===== src/rtl/sdram_arb_pkg.sv =====
// rtl/sdram_arb_pkg.sv - shared types and constants for the SDRAM video/CPU burst arbiter
//
// Purpose : state encoding, client ids, bus widths and the latched-command
//           record shared by the arbiter, its beat counter and its interface.
// Ports   : none (package).
package sdram_arb_pkg;

    localparam int ADDR_W = 32;
    localparam int DATA_W = 16;
    localparam int LEN_W  = 8;

    localparam logic [1:0] ST_IDLE    = 2'd0;
    localparam logic [1:0] ST_GRANT_V = 2'd1;
    localparam logic [1:0] ST_GRANT_C = 2'd2;
    localparam logic [1:0] ST_RELEASE = 2'd3;

    typedef enum logic [1:0] {
        S_IDLE    = ST_IDLE,
        S_GRANT_V = ST_GRANT_V,
        S_GRANT_C = ST_GRANT_C,
        S_RELEASE = ST_RELEASE
    } arb_state_t;

    localparam logic CLI_V = 1'b0;
    localparam logic CLI_C = 1'b1;

    // Command held for the whole burst once a client is granted.
    typedef struct packed {
        logic [ADDR_W-1:0] address;
        logic              we;
        logic [LEN_W-1:0]  burst_len;
    } arb_cmd_t;

    function automatic arb_cmd_t select_cmd(input logic cli, input arb_cmd_t cmd_v,
                                            input arb_cmd_t cmd_c);
        return (cli == CLI_V) ? cmd_v : cmd_c;
    endfunction

endpackage


===== src/rtl/sdram_video_arbiter_if.sv =====
// rtl/sdram_video_arbiter_if.sv - client and controller bus bundle for the burst arbiter
//
// Purpose : groups the video client, CPU client and SDRAM controller signals.
// Modports: master - the arbiter (drives strobes to clients, command to controller)
//           slave  - the environment (clients and controller)
// Signals : v_*  video client (read only)
//           c_*  CPU client (read/write)
//           m_*  SDRAM burst controller port
//           arb_err  one-cycle watchdog abort pulse
interface sdram_video_arbiter_if;
    import sdram_arb_pkg::*;

    logic [ADDR_W-1:0] v_address;
    logic              v_req;
    logic [LEN_W-1:0]  v_burst_len;
    logic [DATA_W-1:0] v_read_data;
    logic              v_data_available;

    logic [ADDR_W-1:0] c_address;
    logic              c_req;
    logic              c_we;
    logic [LEN_W-1:0]  c_burst_len;
    logic [DATA_W-1:0] c_write_data;
    logic [DATA_W-1:0] c_read_data;
    logic              c_data_available;
    logic              c_wdata_ack;

    logic [ADDR_W-1:0] m_address;
    logic              m_req;
    logic              m_we;
    logic [LEN_W-1:0]  m_burst_len;
    logic [DATA_W-1:0] m_write_data;
    logic [DATA_W-1:0] m_read_data;
    logic              m_data_valid;
    logic              m_wdata_ack;

    logic              arb_err;

    modport master (
        input  v_address, v_req, v_burst_len,
        output v_read_data, v_data_available,
        input  c_address, c_req, c_we, c_burst_len, c_write_data,
        output c_read_data, c_data_available, c_wdata_ack,
        output m_address, m_req, m_we, m_burst_len, m_write_data,
        input  m_read_data, m_data_valid, m_wdata_ack,
        output arb_err
    );

    modport slave (
        output v_address, v_req, v_burst_len,
        input  v_read_data, v_data_available,
        output c_address, c_req, c_we, c_burst_len, c_write_data,
        input  c_read_data, c_data_available, c_wdata_ack,
        input  m_address, m_req, m_we, m_burst_len, m_write_data,
        output m_read_data, m_data_valid, m_wdata_ack,
        input  arb_err
    );

endinterface


===== src/rtl/sdram_arb_beat_counter.sv =====
// rtl/sdram_arb_beat_counter.sv - burst beat counter and no-beat watchdog
//
// Purpose : counts beats of the granted burst and flags the last one; with
//           ARB_TIMEOUT_EN defined also runs a watchdog that fires when a
//           grant sees no beat for TIMEOUT cycles.
// Ports   : clk, reset      clock, synchronous active-low reset
//           i_load         clear counter and watchdog (arbiter in IDLE)
//           i_beat         beat strobe, already gated to the active grant
//           i_len          latched burst length (beats minus 1)
//           o_last         this beat completes the burst
//           o_timeout      watchdog expiry (0 when ARB_TIMEOUT_EN undefined)
// Macro   : ARB_TIMEOUT_EN
module sdram_arb_beat_counter
    import sdram_arb_pkg::*;
#(
    parameter int TIMEOUT = 255
) (
    input  logic             clk,
    input  logic             reset,
    input  logic             i_load,
    input  logic             i_beat,
    input  logic [LEN_W-1:0] i_len,
    output logic             o_last,
    output logic             o_timeout
);

    logic [LEN_W-1:0] r_cnt;

    assign o_last = i_beat & (r_cnt == i_len);

    always_ff @(posedge clk) begin
        if (!reset || i_load) begin
            r_cnt <= '0;
        end else if (i_beat) begin
            r_cnt <= o_last ? '0 : r_cnt + 1'b1;
        end else if (o_timeout) begin
            r_cnt <= '0;
        end
    end

`ifdef ARB_TIMEOUT_EN
    logic [LEN_W-1:0] r_wdog;

    // Fires in the cycle the watchdog reaches TIMEOUT-1 so the abort lands
    // on the TIMEOUT-th edge after grant entry.
    assign o_timeout = ~i_beat & (r_wdog == LEN_W'(TIMEOUT - 1));

    always_ff @(posedge clk) begin
        if (!reset || i_load) begin
            r_wdog <= '0;
        end else if (i_beat || o_timeout) begin
            r_wdog <= '0;
        end else begin
            r_wdog <= r_wdog + 1'b1;
        end
    end
`else
    logic w_unused_timeout;

    assign o_timeout        = 1'b0;
    assign w_unused_timeout = (TIMEOUT == 0);
`endif

endmodule


===== src/rtl/sdram_video_arbiter.sv =====
// rtl/sdram_video_arbiter.sv - two-client SDRAM burst arbiter, video priority with CPU anti-starvation
//
// Purpose : grants the single SDRAM burst port to the video scan-out engine or
//           the CPU for a whole burst, latches that client's command and routes
//           beat data/strobes to the granted client only.
// Ports   : clk            system clock
//           reset          synchronous, active-low
//           bus            sdram_video_arbiter_if.master (video, CPU, controller, arb_err)
// Params  : MAX_V_RUN      consecutive video grants allowed while the CPU waits
//           TIMEOUT        no-beat cycles before abort (ARB_TIMEOUT_EN only)
// Macro   : ARB_TIMEOUT_EN enables the grant watchdog; undefined ties arb_err to 0
module sdram_video_arbiter
    import sdram_arb_pkg::*;
#(
    parameter int MAX_V_RUN = 4,
    parameter int TIMEOUT   = 255
) (
    input  logic                 clk,
    input  logic                 reset,
    sdram_video_arbiter_if.master bus
);

    localparam int RUN_W = $clog2(MAX_V_RUN + 1);

    arb_state_t       r_state;
    arb_cmd_t         r_cmd;
    logic             r_m_req;
    logic             r_arb_err;
    logic [RUN_W-1:0] r_v_run;

    arb_cmd_t w_cmd_v;
    arb_cmd_t w_cmd_c;
    logic     w_in_v;
    logic     w_in_c;
    logic     w_beat;
    logic     w_last;
    logic     w_timeout;
    logic     w_c_forced;

    assign w_cmd_v = '{address: bus.v_address, we: 1'b0, burst_len: bus.v_burst_len};
    assign w_cmd_c = '{address: bus.c_address, we: bus.c_we, burst_len: bus.c_burst_len};

    assign w_in_v = (r_state == S_GRANT_V);
    assign w_in_c = (r_state == S_GRANT_C);

    // Writes advance on the controller's data-consumed ack, reads on data valid.
    assign w_beat = (w_in_v & bus.m_data_valid)
                  | (w_in_c & (r_cmd.we ? bus.m_wdata_ack : bus.m_data_valid));

    assign w_c_forced = bus.c_req & (r_v_run == RUN_W'(MAX_V_RUN));

    sdram_arb_beat_counter #(
        .TIMEOUT (TIMEOUT)
    ) u_beat_counter (
        .clk       (clk),
        .reset     (reset),
        .i_load    (r_state == S_IDLE),
        .i_beat    (w_beat),
        .i_len     (r_cmd.burst_len),
        .o_last    (w_last),
        .o_timeout (w_timeout)
    );

    always_ff @(posedge clk) begin
        if (!reset) begin
            r_state   <= S_IDLE;
            r_cmd     <= '0;
            r_m_req   <= 1'b0;
            r_arb_err <= 1'b0;
            r_v_run   <= '0;
        end else begin
            r_arb_err <= 1'b0;
            case (r_state)
                S_IDLE: begin
                    if (w_c_forced) begin
                        r_state <= S_GRANT_C;
                        r_cmd   <= select_cmd(CLI_C, w_cmd_v, w_cmd_c);
                        r_m_req <= 1'b1;
                        r_v_run <= '0;
                    end else if (bus.v_req) begin
                        r_state <= S_GRANT_V;
                        r_cmd   <= select_cmd(CLI_V, w_cmd_v, w_cmd_c);
                        r_m_req <= 1'b1;
                        // Not forced, so r_v_run < MAX_V_RUN here: increment cannot overflow.
                        r_v_run <= bus.c_req ? r_v_run + 1'b1 : '0;
                    end else if (bus.c_req) begin
                        r_state <= S_GRANT_C;
                        r_cmd   <= select_cmd(CLI_C, w_cmd_v, w_cmd_c);
                        r_m_req <= 1'b1;
                        r_v_run <= '0;
                    end else begin
                        r_v_run <= '0;
                    end
                end
                S_GRANT_V, S_GRANT_C: begin
                    // The controller cannot abort, so a client dropping its
                    // request mid-burst does not end the grant.
                    if (w_last) begin
                        r_state <= S_RELEASE;
                        r_m_req <= 1'b0;
                    end else if (w_timeout) begin
                        r_state   <= S_RELEASE;
                        r_m_req   <= 1'b0;
                        r_arb_err <= 1'b1;
                    end
                end
                default: begin
                    r_state <= S_IDLE;
                end
            endcase
        end
    end

    assign bus.m_address    = r_cmd.address;
    assign bus.m_we         = r_cmd.we;
    assign bus.m_burst_len  = r_cmd.burst_len;
    assign bus.m_req        = r_m_req;
    assign bus.m_write_data = bus.c_write_data;
    assign bus.arb_err      = r_arb_err;

    assign bus.v_read_data      = bus.m_read_data;
    assign bus.c_read_data      = bus.m_read_data;
    assign bus.v_data_available = bus.m_data_valid & w_in_v;
    assign bus.c_data_available = bus.m_data_valid & w_in_c;
    assign bus.c_wdata_ack      = bus.m_wdata_ack & w_in_c;

endmodule


===== src/flat_wrapper.sv =====
// flat-port wrapper written by rule: the top's interface ports become plain ports
module sdram_video_arbiter_flat import sdram_arb_pkg::*;
#(
    parameter int MAX_V_RUN = 4,
    parameter int TIMEOUT   = 255
)
  (clk, reset, bus_v_address, bus_v_req, bus_v_burst_len, bus_v_read_data, bus_v_data_available, bus_c_address, bus_c_req, bus_c_we, bus_c_burst_len, bus_c_write_data, bus_c_read_data, bus_c_data_available, bus_c_wdata_ack, bus_m_address, bus_m_req, bus_m_we, bus_m_burst_len, bus_m_write_data, bus_m_read_data, bus_m_data_valid, bus_m_wdata_ack, bus_arb_err);
  sdram_video_arbiter_if bus_i ();
  input  logic clk;
  input  logic reset;
  input wire logic [$bits(bus_i.v_address)-1:0] bus_v_address;
  input wire logic [$bits(bus_i.v_req)-1:0] bus_v_req;
  input wire logic [$bits(bus_i.v_burst_len)-1:0] bus_v_burst_len;
  output wire logic [$bits(bus_i.v_read_data)-1:0] bus_v_read_data;
  output wire logic [$bits(bus_i.v_data_available)-1:0] bus_v_data_available;
  input wire logic [$bits(bus_i.c_address)-1:0] bus_c_address;
  input wire logic [$bits(bus_i.c_req)-1:0] bus_c_req;
  input wire logic [$bits(bus_i.c_we)-1:0] bus_c_we;
  input wire logic [$bits(bus_i.c_burst_len)-1:0] bus_c_burst_len;
  input wire logic [$bits(bus_i.c_write_data)-1:0] bus_c_write_data;
  output wire logic [$bits(bus_i.c_read_data)-1:0] bus_c_read_data;
  output wire logic [$bits(bus_i.c_data_available)-1:0] bus_c_data_available;
  output wire logic [$bits(bus_i.c_wdata_ack)-1:0] bus_c_wdata_ack;
  output wire logic [$bits(bus_i.m_address)-1:0] bus_m_address;
  output wire logic [$bits(bus_i.m_req)-1:0] bus_m_req;
  output wire logic [$bits(bus_i.m_we)-1:0] bus_m_we;
  output wire logic [$bits(bus_i.m_burst_len)-1:0] bus_m_burst_len;
  output wire logic [$bits(bus_i.m_write_data)-1:0] bus_m_write_data;
  input wire logic [$bits(bus_i.m_read_data)-1:0] bus_m_read_data;
  input wire logic [$bits(bus_i.m_data_valid)-1:0] bus_m_data_valid;
  input wire logic [$bits(bus_i.m_wdata_ack)-1:0] bus_m_wdata_ack;
  output wire logic [$bits(bus_i.arb_err)-1:0] bus_arb_err;
  assign bus_i.v_address = bus_v_address;
  assign bus_i.v_req = bus_v_req;
  assign bus_i.v_burst_len = bus_v_burst_len;
  assign bus_v_read_data = bus_i.v_read_data;
  assign bus_v_data_available = bus_i.v_data_available;
  assign bus_i.c_address = bus_c_address;
  assign bus_i.c_req = bus_c_req;
  assign bus_i.c_we = bus_c_we;
  assign bus_i.c_burst_len = bus_c_burst_len;
  assign bus_i.c_write_data = bus_c_write_data;
  assign bus_c_read_data = bus_i.c_read_data;
  assign bus_c_data_available = bus_i.c_data_available;
  assign bus_c_wdata_ack = bus_i.c_wdata_ack;
  assign bus_m_address = bus_i.m_address;
  assign bus_m_req = bus_i.m_req;
  assign bus_m_we = bus_i.m_we;
  assign bus_m_burst_len = bus_i.m_burst_len;
  assign bus_m_write_data = bus_i.m_write_data;
  assign bus_i.m_read_data = bus_m_read_data;
  assign bus_i.m_data_valid = bus_m_data_valid;
  assign bus_i.m_wdata_ack = bus_m_wdata_ack;
  assign bus_arb_err = bus_i.arb_err;
  sdram_video_arbiter #(.MAX_V_RUN(MAX_V_RUN), .TIMEOUT(TIMEOUT)) u_core (.clk(clk), .reset(reset), .bus(bus_i));
endmodule

===== config.mk =====
export PLATFORM = sky130hd
export DESIGN_NAME = sdram_video_arbiter_flat
export DESIGN_NICKNAME = d
export VERILOG_FILES = /design/src/rtl/sdram_arb_pkg.sv /design/src/rtl/sdram_video_arbiter_if.sv /design/src/rtl/sdram_arb_beat_counter.sv /design/src/rtl/sdram_video_arbiter.sv /design/src/flat_wrapper.sv
export SDC_FILE = /design/constraint.sdc
export NUM_CORES = 1
export LEC_CHECK = 0
export CORE_ASPECT_RATIO = 1.4
export CORE_MARGIN = 2
export CORE_UTILIZATION = 33
export DETAILED_ROUTE_END_ITERATION = 6
export PLACE_DENSITY = 0.76
export SYNTH_ARGS = -nofsm -noshare
export SYNTH_HDL_FRONTEND = slang
export SYNTH_SLANG_ARGS = --single-unit

===== constraint.sdc =====
create_clock -name clk -period 2.1 [get_ports clk]
set_input_delay 0.42 -clock clk [delete_from_list [all_inputs] [get_ports clk]]
set_output_delay 0.42 -clock clk [all_outputs]
set_load 0.02 [all_outputs]

# ---- Word-level counts from Yosys, hierarchy flattened
# Index checks and enable logic that the tools add are counted.
dict set report op_classes {
  n_eq_ne 6
  n_addsub 2
  reduce_logical 9
  bitwise 7
  muxes 18
}
# cell n
set ops {}
lappend ops {{41-bit 2-to-1 mux} 3}
lappend ops {{3-bit 2-to-1 mux} 3}
lappend ops {{8-bit by 1-bit adder with 8-bit output, second input constant} 1}
lappend ops {{8-bit equality test} 1}
lappend ops {{2-bit 2-to-1 mux} 4}
lappend ops {{8-bit 2-to-1 mux} 1}
lappend ops {{1-bit bitwise AND} 6}
lappend ops {{1-bit 2-to-1 mux} 5}
lappend ops {{4-bit by 3-bit inequality test with 1-bit output, second input constant} 1}
lappend ops {{2-bit one-hot mux with 2 select lines} 1}
lappend ops {{2-bit AND reduction} 2}
lappend ops {{3-bit by 1-bit adder with 3-bit output, second input constant} 1}
lappend ops {{3-bit equality test, second input constant} 1}
lappend ops {{3-bit AND reduction} 1}
lappend ops {{3-bit nonzero test} 1}
lappend ops {{2-bit by 1-bit equality test with 1-bit output, second input constant} 1}
lappend ops {{2-bit equality test, second input constant} 1}
lappend ops {{2-bit zero test} 1}
lappend ops {{2-bit inequality test, second input constant} 1}
lappend ops {{1-bit one-hot mux with 2 select lines} 1}
lappend ops {{2-bit nonzero test} 1}
lappend ops {{2-bit OR reduction} 1}
lappend ops {{1-bit zero test} 1}
lappend ops {{1-bit logical OR} 1}
lappend ops {{1-bit bitwise OR} 1}
dict set report word_totals {
  in_bits 119
  out_inout_bits 94
  register_bits 55
}

# ---- Longest topological paths before layout
dict set report depth {
  word_depth 6
  depth_mapped 8
  depth_no_buf 7
}

# ---- Hierarchy
# Synthesis repeated with hierarchy kept, for this count alone.
dict set report unflattened {
  hier_cells 390
  area_unflattened_um2 3140.5
}
# mod cells_each area_each_um2 seq_area_each_um2 n_inst
set by_module_without_submodules {}
lappend by_module_without_submodules {sdram_video_arbiter 336 2662.6 960.9 1}
lappend by_module_without_submodules {sdram_arb_beat_counter 54 478.0 160.2 1}

# ---- Worst setup path before layout
# Ideal clock, no wire load.
dict set report synth_timing {
  kind {register to register}
  from {register u_core.r_state[1]}
  to {register u_core.u_beat_counter.r_cnt[7]}
  stages_incl_launch_ff 9
  required_time_ns 1.985
  setup_time_ns 0.115
  setup_slack_ns 0.462
  t_arrival_ns 1.523
  path_cell_list {dfxtp_1 inv_1 ha_1 and2_1 a21oi_2 buf_2 nor4b_1 xnor2_1 nor2_2}
}
dict set report synth_via {
  elab_chain_len 5
  elab_cells_between_ends 9
}
# element line_no
set synth_lines {}
lappend synth_lines {{start, declared} sdram_video_arbiter.sv:25} ;# arb_state_t r_state;
lappend synth_lines {{start signal, assigned} sdram_video_arbiter.sv:66} ;# r_state <= S_IDLE;
lappend synth_lines {{start signal, assigned} sdram_video_arbiter.sv:76} ;# r_state <= S_GRANT_C;
lappend synth_lines {{start signal, assigned} sdram_video_arbiter.sv:81} ;# r_state <= S_GRANT_V;
lappend synth_lines {{2-bit by 1-bit equality test with 1-bit output *} sdram_video_arbiter.sv:43} ;# assign w_in_v = (r_state == S_GRANT_V);
lappend synth_lines {{1-bit bitwise AND *} n/a}
lappend synth_lines {{net bus_v_data_available} flat_wrapper.sv:15} ;# output wire logic [$bits(bus_i.v_data_available)-1:0] bus_v_data_available;
lappend synth_lines {{1-bit bitwise OR *} sdram_video_arbiter.sv:48} ;# | (w_in_c & (r_cmd.we ? bus.m_wdata_ack : bus.m_data_valid));
lappend synth_lines {{1-bit bitwise AND} sdram_arb_beat_counter.sv:29} ;# assign o_last = i_beat & (r_cnt == i_len);
lappend synth_lines {{8-bit 2-to-1 mux} sdram_arb_beat_counter.sv:35} ;# r_cnt <= o_last ? '0 : r_cnt + 1'b1;
lappend synth_lines {{end signal, assigned} sdram_arb_beat_counter.sv:35}
lappend synth_lines {{end, declared} sdram_arb_beat_counter.sv:27} ;# logic [LEN_W-1:0] r_cnt;
# The timed path passes the listed nets; every way through them passes the cells marked *.
# A chain may end at the register's enable or synchronous reset.

# ---- Worst setup path in the final report
dict set report layout_timing {
  from {register u_core.r_state[0]}
  to {output port bus_c_data_available}
}
dict set report layout_via {
  elab_chain_len 2
}
# element line_no
set layout_lines {}
lappend layout_lines {{2-bit equality test} sdram_video_arbiter.sv:44} ;# assign w_in_c = (r_state == S_GRANT_C);
lappend layout_lines {{1-bit bitwise AND} sdram_video_arbiter.sv:124} ;# assign bus.c_data_available = bus.m_data_valid & w_in_c;
lappend layout_lines {{end, declared} flat_wrapper.sv:22} ;# output wire logic [$bits(bus_i.c_data_available)-1:0] bus_c_data_available;
# No other way between the ends.

==> metrics <==
Tot GR Track Use=around 17%; CTS tree=done; Row Count=just over 40; post-synthesis mux area share=1.52%; post-synth top area share=~36%; post-route cell area=about 4300 um2; sequential fraction of the synthesis area=around 36%; Tcrit/Tclk final=approximately 90%; reg2reg setup slack=~280 ps; top-count cell post-synth=nand2_1; clock skew=roughly 6.2 ps; clock net sink count=55; I/O pin cnt=about 210; DP HPWL=between 6 and 7 mm; Synth Area in Simple Gates=between 20% and 30%; Period minus WS final=~1900 ps; Yosys reg bits=between 50 and 60; P_leak=about 1.7 nW; detailed-route wire length=around 8.5 mm; RSZ-0062 raised after global routing=no; nature of the critical path endpoint=primary output; Worst EP required=~1700 ps; Syn Nets=a little over 500; Post-DP Area=around 4200 um2; chip width=around 85 um; Final ANT Viol Nets=0; kind of critical path=flip-flop to primary output; Reg clk slew, reported paths=60 ps; layout cell share with drive strength beyond 1=7.34%; # resized after CTS=2; # diodes=0; compound-cell area share of the yosys netlist=approximately 15%; Avg Inst Size Synth=7.86 um2; number of global-route vias before repair=~2900; H-tree levels=2; Syn Std Cell Area=between 3000 and 4000 um2; Starting Density=33.9%; EDFF count, synth=0; Root Driver=clkbuf_16; yosys synthesis warning count=0; drc violations=0; Yosys cell types=roughly 40; CTS Buf Count=5; VDD IR-drop max=between 500 and 600 uV; Hold Vio Cnt, Final=0; Synth Instances=approximately 390; XOR/XNOR Fraction of Synth Area=4.03%; antenna violations before repair=0; DR WL/cell=approximately 15 um; Adder-Cell Fraction of Synth Area=approximately 2.9%; Post-Layout Cell Count=570; Nets=590; mean number of vias per cell=between 5 and 6; MaxCap Viol Count=0; area leader, netlist=dfxtp_1; WP data arrival=1460 ps; router iterations before antenna repair=5; max-slew violations=0; placed cells=around 560; post-CTS setup repair buffer count=0; DIE AREA=~10000 um2; DR vias=2882; pin count of the biggest net entering global routing=37; largest family of logic cells by synthesized area=simple AND/OR/NAND/NOR gates; grt ovf=0; Port Buf Inserts=around 130; largest cells by area after synthesis=dfxtp_1 (36%), buf_4 (12%), a311oi_1 (12%); die height=about 120 um; final setup fails=0; Routability Congestion=roughly 0.74; Max Root-Sink Buffers=2; Synth top cells by count=nand2_1 (88), dfxtp_1 (55), buf_4 (49), nor2_1 (48), a311oi_1 (40); area grow syn2layout=40.9%; Worst-Skew Late Latency=approximately 290 ps; Startpoint Class=flip-flop; PnR Total Power=between 4 and 5 mW; worst min path class=flip-flop to flip-flop; Post-synth ARST share=0%; first-pass GRT wire length=approximately 14 mm; DR iter-0 viols=between 90 and 100; fmax=~0.53 GHz; Cell Pwr Density=1060 nW/um2; Primary FF master, synth=dfxtp_1; Core Area=roughly 9000 um2; status=completed; Hold Buf Count CTS=0; maximum fanout along the worst path=4
layer usage:
metal  vias up  GRT usage (%)  part of all wire (%)
li1       1407              -                     -
met1      1340           17.1                    36
met2        98           32.1                    53
met3        37           4.28                   6.4
met4         0           8.43                   4.5
met5         -              0                     0
cells in the final DEF (no fill, tap or decap), drive strengths merged, types with 4 or more instances in the layout:
cell type	count
xnor2	6
clkdlybuf4s50	128
nand2	88
a21oi	7
ha	7
clkbuf	6
a311oi	40
nand3	7
nor2	54
xor2	8
inv	9
dfxtp	55
buf	13
and2	4
cell type report:
| cell class | count | area (um2) |
|---|---|---|
| Inverter | 9 | 33.8 |
| Sequential cell | 55 | 1100 |
| Tap cell | 107 | 134 |
| Multi-Input combinational cell | 249 | 1440 |
| Fill cell | 849 | 4690 |
| Timing Repair Buffer | 144 | 1450 |
| Clock buffer | 6 | 129 |
power by group:
group | switching [mW] | internal (mW)
registers | 0.177 | 1.32
logic | 1.20 | 1.07
clock network | 0.356 | 0.430
final timing paths:
kind                             startpoint                                           to  cells after the start
max          u_core.r_state[0]$_SDFFE_PN0P_                         bus_c_data_available                      4
min          u_core.r_v_run[2]$_SDFFE_PN0P_               u_core.r_v_run[2]$_SDFFE_PN0P_                      2
max reg2reg  u_core.r_state[1]$_SDFFE_PN0P_  u_core.u_beat_counter.r_cnt[5]$_SDFFE_PP0P_                      8
min reg2reg  u_core.r_v_run[2]$_SDFFE_PN0P_               u_core.r_v_run[2]$_SDFFE_PN0P_                      2
worst max-delay path: stages (launching register included):
cell	delay (ps)
dfxtp_1	390
inv_1	80
ha_1	240
and2_1	150
dlygate4sd2_1	320
metrics by stage:
step | worst slack, ps | hold WS [ps] | setup TNS [ps] | util (%)
final | 217 | 486 | 0 | 47.7
after floorplan | 462 | 445 | 0 | -
after CTS | 8.28 | 491 | 0 | 47.7
after global placement | 29.1 | 458 | 0 | 46.3
after global routing | 127 | 519 | 0 | 47.7
after detailed placement | -4.76 | 480 | -8.15 | 46.3
logic make-up (layout without fill, tap and decap cells):
kind of cell,count (synthesis),after routing
and+or+nand+nor,167,167
other,1,1
adders and majority gates,7,7
muxes,4,4
AOI/OAI and AO/OA,56,56
DFF,55,55
buffers and inverters,83,159
xor gates and xnor gates,14,14
state kept, by name, summed over array words and instances (netlist names):
register                     count
u_core.bus.m_address            32
u_core.bus.m_burst_len           8
u_core.bus.m_req                 1
u_core.bus.m_we                  1
u_core.r_state                   2
u_core.r_v_run                   3
u_core.u_beat_counter.r_cnt      8
(Power assumes the default switching activity.)
